--- src/rtl/fcmp_sequencer.sv ---
// Compare-class sequencer (FEQ/FLT/FLE/FMIN/FMAX) around a shared magnitude comparator.
// Define FCMP_CLASS_EN to enable FCLASS.S on op 101; otherwise op 101 is reserved.
module fcmp_sequencer #(
  parameter int TAG_W = 5
) (
  input  logic             CLK,
  input  logic             RESET,
  input  logic             in_valid,
  output logic             in_ready,
  input  logic [2:0]       in_op,
  input  logic [31:0]      in_a,
  input  logic [31:0]      in_b,
  input  logic [TAG_W-1:0] in_tag,
  input  logic             flush,
  output logic [31:0]      cmp_a,
  output logic [31:0]      cmp_b,
  input  logic [1:0]       cmp_result,
  output logic             out_valid,
  input  logic             out_ready,
  output logic [31:0]      out_data,
  output logic [TAG_W-1:0] out_tag,
  output logic             out_nv
);

  typedef enum logic [1:0] {S_IDLE, S_EVAL, S_DONE} state_t;

  state_t           r_state, w_state_next;
  logic [2:0]       r_op;
  logic [31:0]      r_a, r_b, r_data;
  logic [TAG_W-1:0] r_tag;
  logic             r_nv;

  logic        w_a_nan, w_b_nan, w_a_snan, w_b_snan, w_any_nan, w_any_snan;
  logic        w_both_zero, w_eq, w_lt, w_gt;
  logic [31:0] w_min, w_max, w_result;
  logic        w_nv;

  always_ff @(posedge CLK) begin
    if (RESET) r_state <= S_IDLE;
    else       r_state <= w_state_next;
  end

  // flush outranks both a new request and a pending result
  always_comb begin
    w_state_next = r_state;
    case (r_state)
      S_IDLE:  if (!flush && in_valid) w_state_next = S_EVAL;
      S_EVAL:  w_state_next = flush ? S_IDLE : S_DONE;
      S_DONE:  if (flush || out_ready) w_state_next = S_IDLE;
      default: w_state_next = S_IDLE;
    endcase
  end

  always_comb begin
    in_ready  = (r_state == S_IDLE);
    out_valid = (r_state == S_DONE);
  end

  always_ff @(posedge CLK) begin
    if (RESET) begin
      r_op   <= 3'd0;
      r_a    <= 32'd0;
      r_b    <= 32'd0;
      r_tag  <= '0;
      r_data <= 32'd0;
      r_nv   <= 1'b0;
    end else begin
      if (r_state == S_IDLE && w_state_next == S_EVAL) begin
        r_op  <= in_op;
        r_a   <= in_a;
        r_b   <= in_b;
        r_tag <= in_tag;
      end
      if (r_state == S_EVAL) begin
        r_data <= w_result;
        r_nv   <= w_nv;
      end
    end
  end

  assign cmp_a    = r_a;
  assign cmp_b    = r_b;
  assign out_data = r_data;
  assign out_tag  = r_tag;
  assign out_nv   = r_nv;

  assign w_a_nan     = (r_a[30:23] == 8'hFF) && (r_a[22:0] != 23'd0);
  assign w_b_nan     = (r_b[30:23] == 8'hFF) && (r_b[22:0] != 23'd0);
  assign w_a_snan    = w_a_nan && !r_a[22];
  assign w_b_snan    = w_b_nan && !r_b[22];
  assign w_any_nan   = w_a_nan || w_b_nan;
  assign w_any_snan  = w_a_snan || w_b_snan;
  assign w_both_zero = (r_a[30:0] == 31'd0) && (r_b[30:0] == 31'd0);

  // Signed ordering from the magnitude result; negatives swap the sense of A>B/A<B
  always_comb begin
    w_eq = 1'b0;
    w_lt = 1'b0;
    w_gt = 1'b0;
    if (w_both_zero) begin
      w_eq = 1'b1;
    end else if (r_a[31] != r_b[31]) begin
      w_gt = !r_a[31];
      w_lt = r_a[31];
    end else begin
      w_eq = (cmp_result == 2'b00);
      w_gt = r_a[31] ? (cmp_result == 2'b10) : (cmp_result == 2'b01);
      w_lt = r_a[31] ? (cmp_result == 2'b01) : (cmp_result == 2'b10);
    end
  end

  always_comb begin
    w_min = 32'h7FC00000;
    w_max = 32'h7FC00000;
    if (w_a_nan && w_b_nan) begin
      w_min = 32'h7FC00000;
      w_max = 32'h7FC00000;
    end else if (w_a_nan) begin
      w_min = r_b;
      w_max = r_b;
    end else if (w_b_nan) begin
      w_min = r_a;
      w_max = r_a;
    end else if (w_both_zero) begin
      w_min = r_a[31] ? r_a : r_b;
      w_max = r_a[31] ? r_b : r_a;
    end else begin
      w_min = w_gt ? r_b : r_a;
      w_max = w_lt ? r_b : r_a;
    end
  end

`ifdef FCMP_CLASS_EN
  logic [9:0] w_class;
  logic       w_exp_max, w_exp_zero, w_man_zero;

  assign w_exp_max  = (r_a[30:23] == 8'hFF);
  assign w_exp_zero = (r_a[30:23] == 8'h00);
  assign w_man_zero = (r_a[22:0] == 23'd0);

  always_comb begin
    w_class = 10'd0;
    if (w_exp_max && !w_man_zero)     w_class[r_a[22] ? 9 : 8] = 1'b1;
    else if (w_exp_max)               w_class[r_a[31] ? 0 : 7] = 1'b1;
    else if (w_exp_zero && w_man_zero) w_class[r_a[31] ? 3 : 4] = 1'b1;
    else if (w_exp_zero)              w_class[r_a[31] ? 2 : 5] = 1'b1;
    else                              w_class[r_a[31] ? 1 : 6] = 1'b1;
  end
`endif

  always_comb begin
    w_result = 32'd0;
    w_nv     = 1'b0;
    case (r_op)
      3'b000: begin
        w_result = {31'd0, w_eq && !w_any_nan};
        w_nv     = w_any_snan;
      end
      3'b001: begin
        w_result = {31'd0, w_lt && !w_any_nan};
        w_nv     = w_any_nan;
      end
      3'b010: begin
        w_result = {31'd0, (w_lt || w_eq) && !w_any_nan};
        w_nv     = w_any_nan;
      end
      3'b011: begin
        w_result = w_min;
        w_nv     = w_any_snan;
      end
      3'b100: begin
        w_result = w_max;
        w_nv     = w_any_snan;
      end
`ifdef FCMP_CLASS_EN
      3'b101: w_result = {22'd0, w_class};
`endif
      default: begin
        w_result = 32'd0;
        w_nv     = 1'b0;
      end
    endcase
  end

endmodule

--- config.mk ---
export PLATFORM = sky130hd
export DESIGN_NAME = fcmp_sequencer
export DESIGN_NICKNAME = d
export VERILOG_FILES = /design/src/rtl/fcmp_sequencer.sv
export SDC_FILE = /design/constraint.sdc
export NUM_CORES = 1
export LEC_CHECK = 0
export ABC_AREA = 1
export CAP_MARGIN = 10
export CORE_MARGIN = 1
export CORE_UTILIZATION = 35
export DETAILED_ROUTE_END_ITERATION = 10
export GPL_TIMING_DRIVEN = 1
export PLACE_DENSITY = 0.67
export SLEW_MARGIN = 5
export SYNTH_ARGS = -nofsm -noshare
export SYNTH_HDL_FRONTEND = slang
export SYNTH_SLANG_ARGS = --single-unit
--- constraint.sdc ---
create_clock -name CLK -period 3.9 [get_ports CLK]
set_clock_uncertainty 0.15 [all_clocks]
set_input_delay 0.78 -clock CLK [delete_from_list [all_inputs] [get_ports CLK]]
set_output_delay 0.78 -clock CLK [all_outputs]
set_load 0.1 [all_outputs]
==> results of run 1 <==
logic make-up after synthesis:
group | after synthesis | synth area share (%)
AOI/OAI and AO/OA | 285 | 25.9
buffers and inverters | 120 | 9.18
DFF | 107 | 37.1
adders and majority gates | 2 | 0.434
and+or+nand+nor | 368 | 27.3
layer usage:
| metal | vias up | global-route usage (%) |
|---|---|---|
| met4 | 0 | 8.11 |
| met5 | - | 0 |
| met1 | 2915 | 34.0 |
| li1 | 3213 | - |
| met3 | 35 | 6.23 |
| met2 | 320 | 39.1 |
state kept, by name (all words and copies together), names as in the netlist:
name / flops
cmp_a: 32
out_data: 32
out_nv: 1
cmp_b: 32
r_state: 2
out_tag: 5
r_op: 3
power breakdown:
group,switching [µW],total (µW),internal (µW)
Clock,409,961,552
Combinational,773,1050,278
Sequential,86.3,1250,1160
final cells by class:
class | count | area share [%]
Clock buffer | 15 | 3.50
Clock inverter | 1 | 0.378
Inverter | 65 | 3.10
Multi-Input combinational cell | 655 | 39.0
Sequential cell | 107 | 27.0
Tap cell | 216 | 3.40
Timing Repair Buffer | 188 | 23.6
metrics by stage:
stage / std cells / util, % / total power, µW / setup WS [ns]
after floorplan: 882 / - / 2000 / 1.17
after global placement: 1231 / 47.7 / 2310 / 0.963
after detailed placement: 1231 / 47.7 / 2320 / 0.899
after CTS: 1247 / 49.6 / 3280 / 0.858
after global routing: 1247 / 49.6 / 3390 / 0.818
final: 1247 / 49.6 / 3260 / 0.861
path summary, 6_finish.rpt:
| path | startpoint | endpoint | slack [ns] |
|---|---|---|---|
| worst max-delay path | cmp_a[19] | cmp_a[19] | 0.86 |
| worst min-delay path | out_data[0] | out_data[0] | 0.33 |
| worst max register to register | cmp_a[31] | out_data[15] | 1.26 |
| worst min register to register | out_data[0] | out_data[0] | 0.33 |
cells in the final DEF, fill, tap and decap left out, drive strengths merged, types with 2 or more instances in the layout:
master / instances
a21boi: 13
a21oi: 97
buf: 12
clkbuf: 15
clkdlybuf4s50: 176
dfxtp: 107
ha: 2
inv: 64
nand2: 171
nand3: 39
nand4: 5
nor2: 145
nor3: 6
o2111ai: 2
o21ai: 153
o22ai: 16
==> results.md, run 1 <==
- The first-pass GRT wire length is 32800 µm.
- Power spread over the standard cell area amounts to 411 nW/µm².
- Once placement finished, the instance area stood at ~7600 µm².
- The post-route clock period utilization is 77.9%.
- The number of core rows is 46.
- The routed length on met2 is slightly above 9000 µm.
- The share of synthesized flip-flops with an asynchronous set or reset is 0%.
- The master of the slowest instance on the critical path is sky130_fd_sc_hd__clkdlybuf4s50_1.
- Setup violations remaining at the end of the flow were counted as 0.
- Wires add up to around 21000 µm.
- Entering global routing, the biggest net connects between 70 and 80 pins.
- The worst path arrival time is around 2.1 ns.
- Global routing used between 20% and 30% of the available tracks.
- The number of cells traversed by the worst hold path is 2.
- The number of search-and-repair iterations in the first detailed-routing pass is 8.
- In this run the mean area of a mapped cell was 6.54 µm².
- The worst setup path is launched from a register.
- After detailed routing, the wire length on met1 is 9330 µm.
- The number of buffers and inverters on the critical path is 1.
- Timing would allow up to 0.329 GHz.
- In this run the remaining antenna-violating nets after routing total 0.
- The number of global-route vias before repair is 6004.
- The post-route standard cell area excluding fillers is 7940 µm².
- The worst reg-to-reg path cell count is 12.
- The count of final hold-check violations is 0.
- The synthesis warning total is 0.
- The number of placed I/O pins is about 180.
- Wire segments on met3 add up to 2030 µm in the final route.
- The worst-path maximum fanout is 5.
- Setup repair after global routing left no endpoint under its margin.
- The register bit count reported by yosys is 107.
- The count of port buffers added during placement is 182.
- The critical path is of the reg2out type.
- The number of hold buffers added after CTS was 0.
- Headroom to the max-slew limit came out at 29.8%.
- Gates resized during post-CTS repair numbered 0.
- The path type of the worst min-delay path is reg2reg.
- The fraction of the yosys area taken by sequential cells is 37.1%.
- After synthesis, the largest area contributor takes up 37.1% of total cell area.
- The core region is 16000 µm².
- The area of combinational cells with multiple inputs is roughly 3100 µm².
- The number of enable flip-flop cells after synthesis is 0.
- For this run, design rule violations remaining after detail routing come to 0.
- Max-cap violations in this run came to 0.
- The fraction of final layout cells with drive strength greater than 1 is 5.92%.
- The half-perimeter wire length after detailed placement is 14500 µm.
- The clock latency at the later pin of the worst-skew pair is 0.36 ns.
- The cell type contributing the most total cell area after synthesis is sky130_fd_sc_hd__dfxtp_1.
- The clock net in this run drives a total of 107 sinks.
- The run finished with clean final reports.
- For this block, the initial DRC count from the detailed router was 566.
- Clock tree synthesis inserted a total of 9 buffers.
- Summing every instance area after synthesis gives 5770 µm².
- After technology mapping, the gate count stands at a little under 900.
- By area the synthesized netlist is led by sky130_fd_sc_hd__dfxtp_1 (37%), sky130_fd_sc_hd__o21ai_0 (13%), sky130_fd_sc_hd__nand2_1 (10%).
- In this design, the stage delay of the slowest critical-path cell is 1.21 ns.
- Once the floorplan was initialized, standard cells occupied 36.0% of the core.
- Counting every net in the synthesized netlist gives 963.
- The root buffer cell is sky130_fd_sc_hd__clkbuf_16.
- Traced cell by cell, the critical path runs through clkdlybuf4s50_1.
- The most instantiated library cell after synthesis is sky130_fd_sc_hd__nand2_1.
- The clock tree from TritonCTS is done.
- Post-CTS timing repair inserted 0 buffers for setup.
- The count of distinct cell types in the synthesized netlist is 35.
- Summing all flip-flop and latch instances after layout gives 2140 µm².
- The number of max-slew violations in the final report is 0.
- The post-detailed-route wirelength per cell is 16.8 µm.
- The die width is 130 µm.
- The total congestion overflow is 0.
- At the pin with the least slew margin, the transition time is 1.05 ns.
- The last weighted congestion value of the routability-driven placer is 0.873.
- Clock-pin slew was measured on the worst setup and hold paths at ~0.07 ns.
- Ranked by instance count, the synthesized netlist is headed by sky130_fd_sc_hd__nand2_1 (160), sky130_fd_sc_hd__o21ai_0 (152), sky130_fd_sc_hd__nor2_1 (137), sky130_fd_sc_hd__dfxtp_1 (107), sky130_fd_sc_hd__a21oi_1 (97).
- Across all layers, the routed design uses 6483 vias.
- The number of antenna violations at the first check in global routing came to 0.
- The die covers about 17000 µm².
- The worst path needs 3.04 ns of the cycle, external delays included.
- The detailed router used layers up to and including met4.
- The post-route worst hold slack is 0.327 ns.
- The peak ir drop on the vdd network is 0.247 mV.
- In the synthesized netlist the dominant register cell turns out to be sky130_fd_sc_hd__dfxtp_1.
- The repair_antennas step left the layout with diodes totalling 0.
- The filler cells instantiated in the layout total 1652.
- The clock passes through at most 2 buffers.
- Data on the critical path is required at its endpoint by roughly 3 ns.
- The detail-routed via count per cell is 5.20.
- The layout-stage area growth over the synthesis result is 37.7%.
- The die height is 130 µm.
- The leakage power of the design is between 0.003 and 0.004 µW.
- STA classifies the critical path endpoint as an output port.
- In this run the number of cells on the critical path is 1.
- The H-tree generated during clock tree synthesis spans 3 levels.
- The largest delay contributor family on the critical path is buffers and inverters.
- The total negative slack for setup checks is 0 ns.
- After the last flow step, the layout net total stands at between 1000 and 1500.
(Power assumes the default switching activity.)
==> inputs of run 2 (changes only) <==
==> constraint.sdc (replaced) <==
create_clock -name CLK -period 2.9 [get_ports CLK]
set_clock_uncertainty 0.15 [all_clocks]
set_input_delay 0.58 -clock CLK [delete_from_list [all_inputs] [get_ports CLK]]
set_output_delay 0.58 -clock CLK [all_outputs]
set_load 0.1 [all_outputs]
==> run 2 against run 1 <==
Against the previous run: critical endpoint is now out_data[0]; worst hold slack worse by 0.0021 ns; core utilization down 0.67 points; critical path type is now reg2reg; sequential power is 33% higher; setup slack got worse by 0.25 ns; cell area is 1.4% lower; wire length grew 1.2%.
==> results.md, run 2 (synthesized netlist as in run 1, its figures left out) <==
- The count of final hold-check violations is 0 (unchanged).
- The number of setup buffers added after CTS came to 0 (unchanged).
- The final wirelength is 21200 µm (+1.2%).
- The number of violations reported at the end of detailed-routing iteration 0 was 630 (+11%).
- Leaving out fill and tap cells, the most frequent cells in the layout are sky130_fd_sc_hd__nand2_1 (160), sky130_fd_sc_hd__o21ai_0 (152), sky130_fd_sc_hd__nor2_1 (136).
- The met2 layer usage reported by global route was 38.5% (-0.59 points).
- The number of buffers on the longest clock path is 2 (unchanged).
- The worst slew margin relative to its limit is 59.7% (+30 points).
- The first-pass GRT wire length is 32900 µm (+0.27%).
- The number of buffers added to fix hold violations after cts came to 0 (unchanged).
- The cell seen most often among critical-path stages is sky130_fd_sc_hd__nand2_1.
- The worst-path maximum fanout is 14 (+9).
- The instance area after placement came to 7560 µm² (-0.95%).
- The worst path arrival time is 2.44 ns (+0.33 ns).
- The count of antenna diodes in the layout is 0 (unchanged).
- The total congestion overflow is 0 (unchanged).
- The power per unit of standard cell area is 544 nW/µm² (+33%).
- The worst setup path is captured at a register.
- The post-route standard cell area excluding fillers is 7830 µm² (-1.4%).
- The half-perimeter wire length after detailed placement is 15200 µm (+5.3%).
- CTS placed an instance of sky130_fd_sc_hd__clkbuf_16 at the clock tree root.
- The count of instances resized after the clock tree is built is 0 (unchanged).
- The minimum clock period is roughly 2.3 ns.
- The number of vias after detailed routing is 6552 (+1.1%).
- The post-detailed-route DRC marker count came to 0 (unchanged).
- The leading cell type in the layout, fill and taps excluded is sky130_fd_sc_hd__nand2_1.
- The slowest stage of the critical path belongs to the cell sky130_fd_sc_hd__dfxtp_1.
- The number of nets in the finished design is 1130 (+2.1%).
- The area of the die is 17000 µm² (unchanged).
- Walking the worst path, the cells encountered are nor2_1 -> nand2_1 -> nor2_1 -> nand2_1 -> nor2_1 -> nand2_1 -> buf_4 -> nand2_1 -> nand2_1 -> nand2_1 -> nand2_1 -> nand2_1 -> nand2_1 -> a21oi_1.
- The maximum single-stage delay on the critical path is 0.39 ns (-0.82 ns).
- The fraction of final layout cells with drive strength greater than 1 is 17.4% (+11 points).
- The aggregate global-route resource usage came to 25.4% (+0.31 points).
- The actual slew at the worst max-slew pin is 0.600 ns (-0.450 ns).
- The global-route layer with the greatest usage is met2.
- The clock transition at the registers of the reported paths is 0.07 ns (about the same).
- The peak clock frequency supported by timing is about 0.44 GHz.
- The die width is 130 µm (unchanged).
- The total number of H-tree levels is 3 (unchanged).
- The number of max-slew violations in the final report was 0 (unchanged).
- The post-detailed-route wirelength per cell came to 16.7 µm (-0.61%).
- Of the available clock period, the critical path in the final layout requires 79.1%.
- The number of core rows is 46 (unchanged).
- The area of the core is 16000 µm² (unchanged).
- The fraction of met1 tracks used by global routing is 35.4% (+1.4 points).
- Setup repair after global routing left no endpoint under its margin.
- The worst setup path is of the reg2reg kind.
- The number of search-and-repair iterations in the first detailed-routing pass is 5 (-3).
- The overall power of the completed layout is 4260 µW (+31%).
- The leakage power of the design is 0.00342 µW (+8.6%).
- The number of global-route vias before repair is 5968 (-0.60%).
- The count of port buffers added during placement came to 182 (unchanged).
- The peak ir drop on the vdd network is 0.394 mV (+60%).
- The last weighted congestion value of the routability-driven placer is 0.885 (+1.3%).
- TritonCTS built the clock tree.
- The buffers plus inverters on the worst setup path came to 1 (unchanged).
- The min-delay analysis places its worst path in the category reg2reg.
- The met3 capacity usage during global routing was 6.77% (+0.53 points).
- The total negative slack for setup checks is 0 ns (unchanged).
- The starting density of the core was 36.0% (unchanged).
- The number of antenna violations at the first check in global routing was 0 (unchanged).
- The final setup violation count came to 0 (unchanged).
- The largest net degree at the start of global routing is 115 (+55%).
- The count of nets left with antenna violations after detail routing came to 0 (unchanged).
- The worst setup path is launched from a register.
- The clock latency at the later pin of the worst-skew pair came to 0.36 ns (about the same).
- The flow ran to the end, and the final reports show no timing, DRC or antenna violations.
- The max-capacitance violation count came to 0 (unchanged).
- The number of buffers inserted during clock tree synthesis is 9 (unchanged).
- Compared with the post-synthesis result, the final layout area differs by 35.8%.
- The number of placed I/O pins is 183 (unchanged).
- The die height came to 130 µm (unchanged).
- On the critical path the largest part of the delay comes from simple AND/OR/NAND/NOR gates.
- The number of clock sinks is 107 (unchanged).
- The worst path required time is 3.04 ns (+0.07 ns).
- The detail-routed via count per cell is 5.16 (-0.77%).
run 2: layout make-up:
cell class	count	area, µm²
timing repair buffer	211	1800
clock inverter	4	26.3
clock buffer	12	246
fill	1683	8170
sequential	107	2140
tap	216	270
multi-input combinational	655	3100
inverter	65	246
run 2: metal layers:
layer	part of all wire, %	vias up	routed length, µm
met1	45	2968	9480
met5	0	-	0
met2	44	302	9240
li1	-	3259	-
met3	9.9	23	2090
met4	1.6	0	341
run 2: per-stage QoR:
stage	hold slack, ns	util (%)	instances	worst slack (ns)
floorplan	0.349	-	882	0.166
CTS	0.324	49.0	1270	0.653
global placement	0.309	47.3	1254	0.451
finish	0.325	49.0	1270	0.607
global route	0.345	49.0	1270	0.386
detailed placement	0.314	47.3	1254	0.416
run 2: where the power goes:
group	switching [µW]	internal [µW]	total, µW
registers	99.3	1560	1660
logic	1070	369	1440
clock network	561	606	1170
run 2: final timing paths:
path | start | end | slack [ns] | cells past startpoint
setup / recovery | cmp_a[16] | out_data[0] | 0.61 | 14
setup reg to reg | cmp_a[16] | out_data[0] | 0.61 | 14
hold reg to reg | out_data[0] | out_data[0] | 0.32 | 2
hold / removal | out_data[0] | out_data[0] | 0.32 | 2
run 2: tightest hold or removal path, cell delays in order (launching register included):
cell and delay, ns:
sky130_fd_sc_hd__dfxtp_1 0.32, sky130_fd_sc_hd__nand2_1 0.06, sky130_fd_sc_hd__a21oi_1 0.05
==> inputs of run 3 (changes only) <==
--- a/config.mk
+++ b/config.mk
@@ -11,7 +11,7 @@
 export CORE_UTILIZATION = 35
 export DETAILED_ROUTE_END_ITERATION = 10
 export GPL_TIMING_DRIVEN = 1
-export PLACE_DENSITY = 0.67
+export PLACE_DENSITY = 0.7
 export SLEW_MARGIN = 5
 export SYNTH_ARGS = -nofsm -noshare
 export SYNTH_HDL_FRONTEND = slang
==> constraint.sdc (replaced) <==
create_clock -name CLK -period 2 [get_ports CLK]
set_clock_uncertainty 0.15 [all_clocks]
set_input_delay 0.4 -clock CLK [delete_from_list [all_inputs] [get_ports CLK]]
set_output_delay 0.4 -clock CLK [all_outputs]
set_load 0.1 [all_outputs]
==> run 3 against run 2 <==
Against the previous run: count of clock-buffer cells in the layout stayed put; first-iteration DRC count is 4.6% higher; setup slack worse by 0.59 ns; total power is 67% higher; largest power group is now combinational logic; sequential cell count stayed put; sequential share of layout area is 5.1 points lower; via count is 5.0% higher; clock power is 75% higher; largest cell class is now buffers; cell area is 28% higher.
==> results.md, run 3 (synthesized netlist as in run 1, its figures left out) <==
- The run finished with clean final reports.
- The actual slew at the worst max-slew pin is 0.334 ns (-0.266 ns).
- The number of max-slew violations in the final report is 0 (unchanged).
- The worst-path maximum fanout is 6 (-8).
- The peak ir drop on the vdd network was 0.574 mV (+46%).
- The power per unit of standard cell area came to 713 nW/µm² (+31%).
- The post-route standard cell area excluding fillers is 10000 µm² (+28%).
- The count of antenna diodes in the layout was 0 (unchanged).
- The number of vias after detailed routing was 6881 (+5.0%).
- The number of nets in the finished design was 1185 (+4.9%).
- The max-capacitance violation count is 0 (unchanged).
- The number of global-route vias before repair is 6482 (+8.6%).
- The worst path arrival time is 2.11 ns (-0.33 ns).
- The number of buffers added to fix hold violations after cts is 0 (unchanged).
- The clock transition at the registers of the reported paths is 0.08 ns (about the same).
- The post-detailed-route wirelength per cell is 17.1 µm (+2.7%).
- The area of the die came to 17000 µm² (unchanged).
- The die width came to 130 µm (unchanged).
- The minimum clock period was 1.99 ns (-0.305 ns).
- The starting density of the core is 36.0% (unchanged).
- The die height is 130 µm (unchanged).
- The worst path required time came to 2.13 ns (-0.91 ns).
- The number of buffers on the longest clock path was 2 (unchanged).
- The fraction of final layout cells with drive strength greater than 1 is 30.3% (+13 points).
- Setup repair after global routing could not meet its margin everywhere.
- The number of antenna violations at the first check in global routing is 0 (unchanged).
- The last weighted congestion value of the routability-driven placer is 0.898 (+1.5%).
- The clock latency at the later pin of the worst-skew pair is 0.36 ns (about the same).
- The number of violations reported at the end of detailed-routing iteration 0 came to 659 (+4.6%).
- The number of search-and-repair iterations in the first detailed-routing pass is 5 (unchanged).
- The total congestion overflow is 0 (unchanged).
- The root buffer cell chosen for the clock tree is sky130_fd_sc_hd__clkbuf_16.
- The post-route worst hold slack is 0.342 ns (+0.0172 ns).
- The number of buffers inserted during clock tree synthesis came to 9 (unchanged).
- The final wirelength is 22700 µm (+7.1%).
- The area of the core was 16000 µm² (unchanged).
- The half-perimeter wire length after detailed placement came to 16700 µm (+9.6%).
- In the layout the commonest cells are sky130_fd_sc_hd__nand2_1 (153), sky130_fd_sc_hd__o21ai_0 (149), sky130_fd_sc_hd__nor2_1 (126).
- The final setup violation count is 0 (unchanged).
- The total number of H-tree levels is 3 (unchanged).
- The detail-routed via count per cell was 5.19 (+0.66%).
- The number of placed I/O pins is 183 (unchanged).
- The peak clock frequency supported by timing is 0.503 GHz (+15%).
- The count of final hold-check violations was 0 (unchanged).
- The post-route clock period utilization is 99.4% (+20 points).
- TritonCTS built the clock tree.
- The largest net degree at the start of global routing is 50 (-57%).
- The type of the worst setup path is reg2reg.
- The path type of the worst min-delay path is reg2reg.
- The kind of start point of the critical path is a register.
- The instance area after placement came to 9420 µm² (+25%).
- The post-detailed-route DRC marker count is 0 (unchanged).
- The aggregate global-route resource usage is 26.8% (+1.3 points).
- The leading cell type in the layout, fill and taps excluded is sky130_fd_sc_hd__nand2_1.
- The number of clock sinks is 107 (unchanged).
- The first-pass GRT wire length was 34800 µm (+5.6%).
- The total negative slack for setup checks is 0 ns (unchanged).
- The leakage power of the design was 0.00417 µW (+22%).
- Relative to the synthesized area, the layout overhead comes to 73.7%.
- The number of core rows was 46 (unchanged).
- The count of port buffers added during placement is 182 (unchanged).
- The element type at the critical path end is a register.
- The count of nets left with antenna violations after detail routing is 0 (unchanged).
- The overall power of the completed layout is 7140 µW (+67%).
- The worst slew margin relative to its limit came to 77.5% (+18 points).
## run 3: worst max-delay path: stages (launching register included)
cell	delay [ns]
sky130_fd_sc_hd__dfxtp_2	0.35
sky130_fd_sc_hd__nor2_1	0.15
sky130_fd_sc_hd__nand2_2	0.10
sky130_fd_sc_hd__nor2_4	0.13
sky130_fd_sc_hd__nand3_1	0.16
sky130_fd_sc_hd__nand2_4	0.13
sky130_fd_sc_hd__nand2_4	0.11
sky130_fd_sc_hd__nor2_8	0.14
sky130_fd_sc_hd__buf_4	0.16
sky130_fd_sc_hd__o21ai_0	0.10
sky130_fd_sc_hd__a21oi_1	0.20
## run 3: routing by layer
layer / vias to the layer above / GRT usage (%) / part of all wire [%]
li1: 3366 / - / -
met3: 29 / 8.41 / 11
met4: 0 / 6.83 / 1.5
met1: 3138 / 34.1 / 42
met5: - / 0 / 0
met2: 348 / 43.8 / 46
## run 3: timing repair
action / CTS / global route
pin swaps: 0 / 11
gates resized for setup: 1 / 49
setup endpoints to repair: 1 / 33
setup buffers: 0 / 10
cloned: 0 / 1
## run 3: path summary, 6_finish.rpt
check            start           to  slack (ns)  cells after the start
max          cmp_a[14]  out_data[3]        0.01                     10
min          cmp_b[31]    cmp_b[31]        0.34                      2
max reg2reg  cmp_a[14]  out_data[3]        0.01                     10
min reg2reg  cmp_b[31]    cmp_b[31]        0.34                      2
## run 3: stage by stage
stage               setup slack [ns]  utilization, %  cells
finish                        0.0125            62.6   1325
global placement              -0.249            58.9   1298
detailed placement            -0.315            58.9   1298
floorplan                    -0.0803               -    882
global route                 -0.0887            62.6   1325
CTS                          0.00499            61.0   1314
## run 3: cell type report
type	count	area (µm²)
multi-input cells	655	3270
well taps	216	270
clock inverters	4	70.1
fillers	1410	5990
repair buffers	266	3640
flip-flops and latches	107	2230
inverters	65	264
clock buffers	12	268
## run 3: where the power goes
group	leakage (µW)	internal, µW	switching, µW
registers	0.000903	2280	157
clock network	0.000168	1210	847
logic	0.00310	970	1670
